### config.mk
export PLATFORM = sky130hd
export DESIGN_NAME = mem_skew_ctrl
export DESIGN_NICKNAME = d
export VERILOG_FILES = /design/src/rtl/mem_skew_ctrl.sv
export SDC_FILE = /design/constraint.sdc
export NUM_CORES = 1
export LEC_CHECK = 0
export BUFFER_PORTS_ARGS = -buffer_cell sky130_fd_sc_hd__buf_4
export CELL_PAD_IN_SITES_DETAIL_PLACEMENT = 1
export CELL_PAD_IN_SITES_GLOBAL_PLACEMENT = 2
export CORE_MARGIN = 2
export CORE_UTILIZATION = 36
export CTS_CLUSTER_DIAMETER = 30
export DETAILED_ROUTE_END_ITERATION = 8
export GPL_TIMING_DRIVEN = 0
export HOLD_SLACK_MARGIN = 0.15
export PLACE_DENSITY = 0.83
export SYNTH_ARGS = -nofsm -noshare
export SYNTH_HDL_FRONTEND = slang
export SYNTH_SLANG_ARGS = --single-unit
export TNS_END_PERCENT = 5
### constraint.sdc
create_clock -name clk -period 5.9 [get_ports clk]
set_input_delay 0.59 -clock clk [delete_from_list [all_inputs] [get_ports clk]]
set_output_delay 0.59 -clock clk [all_outputs]
set_load 0.01 [all_outputs]
### src/rtl/mem_skew_ctrl.sv
// Skewed read sequencer for a bank of per-row memories feeding a systolic array.
// Lane i reads rows base..base+num_rows-1, starting i cycles after lane 0.
module mem_skew_ctrl #(
  parameter int width_height = 4,
  parameter int addr_w       = 8
) (
  input  logic                             clk,
  input  logic                             reset,
  input  logic                             start,
  input  logic [addr_w-1:0]                base_addr,
  input  logic [addr_w-1:0]                num_rows,
  input  logic                             stall,
  output logic [width_height-1:0]          rd_en,
  output logic [width_height*addr_w-1:0]   rd_addr,
  output logic                             busy,
  output logic                             done,
  output logic [1:0]                       state_dbg
);

  localparam int tw = addr_w + $clog2(width_height) + 1;

  typedef enum logic [1:0] {
    s_idle = 2'd0,
    s_run  = 2'd1,
    s_done = 2'd2
  } state_t;

  state_t                          state, state_n;
  logic [tw-1:0]                   t, t_n;
  logic                            stalled, stalled_n;
  logic [addr_w-1:0]               base_q, base_n;
  logic [addr_w-1:0]               rows_q, rows_n;
  logic [width_height-1:0]         en_n;
  logic [width_height*addr_w-1:0]  addr_n;
  logic                            issue;
  logic [tw-1:0]                   step;
  logic [tw-1:0]                   diff;
  logic [tw-1:0]                   last_step;

  assign state_dbg = state;
  assign last_step = tw'(rows_q) + tw'(width_height) - tw'(2);

  // Outputs are registered, so each edge computes what the following cycle shows.
  // A stall sampled at an edge blanks the next cycle; the pending step is kept in t.
  always_comb begin
    state_n   = state;
    t_n       = t;
    stalled_n = stalled;
    base_n    = base_q;
    rows_n    = rows_q;
    issue     = 1'b0;
    step      = t;
    diff      = '0;
    en_n      = '0;
    addr_n    = rd_addr;

    case (state)
      s_idle: begin
        if (start) begin
          base_n    = base_addr;
          rows_n    = num_rows;
          t_n       = '0;
          stalled_n = 1'b0;
          step      = '0;
          if (num_rows == '0) begin
            state_n = s_done;
          end else begin
            state_n = s_run;
            issue   = 1'b1;
          end
        end
      end
      s_run: begin
        if (!stalled && t == last_step) begin
          state_n   = s_done;
          stalled_n = 1'b0;
        end else begin
          step      = stalled ? t : t + tw'(1);
          t_n       = step;
          stalled_n = stall;
          issue     = !stall;
        end
      end
      s_done: begin
        state_n = s_idle;
      end
      default: begin
        state_n = s_idle;
      end
    endcase

    // Lane i is active while step-i lies in [0, rows); idle lanes hold their address.
    if (issue) begin
      for (int i = 0; i < width_height; i++) begin
        diff = step - tw'(i);
        if (step >= tw'(i) && diff < tw'(rows_n)) begin
          en_n[i]                    = 1'b1;
          addr_n[i*addr_w +: addr_w] = base_n + diff[addr_w-1:0];
        end
      end
    end
  end

  always_ff @(posedge clk) begin
    if (reset) begin
      state   <= s_idle;
      t       <= '0;
      stalled <= 1'b0;
      base_q  <= '0;
      rows_q  <= '0;
      rd_en   <= '0;
      rd_addr <= '0;
      busy    <= 1'b0;
      done    <= 1'b0;
    end else begin
      state   <= state_n;
      t       <= t_n;
      stalled <= stalled_n;
      base_q  <= base_n;
      rows_q  <= rows_n;
      rd_en   <= en_n;
      rd_addr <= addr_n;
      busy    <= (state_n == s_run);
      done    <= (state_n == s_done);
    end
  end

endmodule

==> reports/results.tsv <==
metric	value	unit
status	complete, no violations	
Final TNS setup	0	ps
sw frac	35.1	%
Crit Path Class	register to register	
H-Tree Depth	3	
# IOs	60	
clock sinks	68	
Detailed Routing Iterations Pass 1	4	
total power	1.57	mW
die area	16200	um2
maxcap violations	0	
Die Y	127	um
root buf cell	clkbuf_16	
Post-Syn Instances	639	
Avg Cell Area, Syn	8.57	um2
Sequential Power Share	31.2	%
Crit Path Max Fanout	10	
WP data arrival	5890	ps
share of cells above drive strength 1	16.4	%
routed wl met2	9.54	mm
DR top layer	met4	
final wirelength	19.2	mm
DR iter-0 viols	197	
Main synth FF type	dfxtp_1	
min Tclk post-route	5650	ps
Setup WS pre-CTS	-339	ps
Max Buffers Root-to-Sink	2	
minimum hold slack	464	ps
post-DR vias/cell	5.67	
Final period util	95.8	%
crit path capture type	register	
Lkg Pwr	2.86	nW
Die W	127	um
clock skew	5.51	ps
WP data required	6140	ps
VDD IR-drop max	0.000128	V
Netlist Area Pre-Place	5480	um2
worst slew pin tran	1080	ps
first-pass GRT wire length	29.9	mm
CP Launch Type	register	
RSZ-0062 raised after global routing	false	
WL met3	755	um
core area	15000	um2
Post-synth EDFFs	0	
logic gate share of total power	33.4	%
total grt overflow	0	
antenna violations before repair	0	
clock-pin slew on the worst setup and hold paths	60	ps
starting density of the core	36.4	%
post-layout util	43.4	%
Clk Latency, worst-skew pair	350	ps
most common cell after layout, fill and taps aside	dfxtp_1	
post-synth cell types	82	
CTS buffer count	9	
Post-synth ARST share	0	%
Seq/Total Area, Yosys	24.9	%
CTS tree	yes	
Pins Over Slew Limit	0	
PnR worst setup slack	247	ps
PD cells	241	nW/um2
post-route ant nets	0	
Final setup viols	0	
synth warn	0	
slew margin rel.	25.7	%
Synth Net Count	724	
number of global-route vias before repair	5469	
HP Class	register to register	
area grow syn2layout	19.1	%
Clk pwr share	35.4	%
Post-Route M1 WL	8.24	mm
GPL Wtd Cong	0.921	
Avg WL per Cell	21.3	um
Nets	795	
Max Clock Freq	177	MHz
Seq cells post-synth	68	
most frequent cells in the layout	68 x dfxtp_1, 65 x nand2_1, 61 x buf_4	
total number of vias	5121	
largest net degree at the start of global routing	14	
n_diodes	0	
Detail Placement HPWL	15.1	mm
Site Rows	45	
Int Power	1.02	mW
Post-route DRC	0	
final hold viol count	0	
count of buffers from port buffering	58	
Sw Pwr	0.552	mW
All-Layer GR Usage	24.2	%
flip-flops by register name (all words and copies together) (netlist names):
name	flops
done	1
stalled	1
rd_en	4
state_dbg	2
busy	1
base_q	8
rows_q	8
t	11
rd_addr	32
cells in the mapped netlist, drive strengths merged, types with 19 or more instances:
cell type | count | area, um2
dfxtp | 68 | 1360
nand2 | 67 | 259
ha | 61 | 763
nor2 | 58 | 225
xnor2 | 41 | 359
a21oi | 40 | 200
mux2i | 26 | 260
o21ai | 23 | 115
inv | 20 | 77.6
nand3 | 19 | 95.1
critical path: stages, from the launching register on:
cell and delay, ps:
dfxtp_1 430, ha_1 250, nand3_1 100, xnor2_1 290, nor4_4 110, buf_4 170
o211a_4 160, buf_12 150, o41ai_1 640, nor2_1 280, ha_1 370, inv_1 110
nor2_1 60, xor2_1 240, ha_1 300, a21o_1 170, a21o_1 170, a21oi_1 150
o31ai_1 160, a2111oi_4 680, nand2_4 180, mux2_4 340
power by group through the flow:
stage               Sequential [mW]  Combinational [mW]  Clock (mW)
detailed placement            0.501               0.511           0
floorplan                     0.502               0.355           0
global route                  0.493               0.577       0.588
CTS                           0.491               0.519       0.571
global placement              0.500               0.494           0
finish                        0.491               0.525       0.557
path summary, 6_finish.rpt:
| check | startpoint | to | slack, ps | cells after the start |
|---|---|---|---|---|
| setup / recovery | rows_q[1] | rd_addr[13] | 250 | 21 |
| hold / removal | rd_addr[14] | rd_addr[14] | 460 | 2 |
| setup reg to reg | rows_q[1] | rd_addr[13] | 250 | 21 |
| hold reg to reg | rd_addr[14] | rd_addr[14] | 460 | 2 |
per-stage QoR:
stage                     cells  area [um2]
after floorplan             639        5480
after global placement      885        6150
after detailed placement    885        6150
after CTS                   902        6470
after global routing        903        6520
final                       903        6520
layout make-up:
cell class,instances,area [um2]
fillers,1791,8510
multi-input cells,529,3990
flip-flops and latches,68,1360
clock inverters,7,76.3
repair buffers,61,458
well taps,188,235
clock buffers,9,225
plain buffers,21,101
inverters,20,77.6
cells by family after synthesis:
family,after synthesis,share of synthesized area [%]
AOI/OAI and AO/OA,140,18.8
xor gates and xnor gates,54,8.89
adders and majority gates,65,15.4
buffers and inverters,42,3.34
DFF,68,24.9
muxes,32,6.12
and+or+nand+nor,238,22.6
repair_timing:
item,in CTS,in global routing
gates resized for setup,3,8
pin swaps,1,0
hold buffers,0,0
buffers inserted,1,2
gates cloned,0,0
setup endpoints to repair,12,12
per-layer routing:
metal	vias to the layer above	GRT usage, %
met5	-	0
met4	0	10.9
met3	38	4.23
met2	97	42.2
met1	2523	29.0
li1	2463	-
Power figures use the tool's default switching activity.
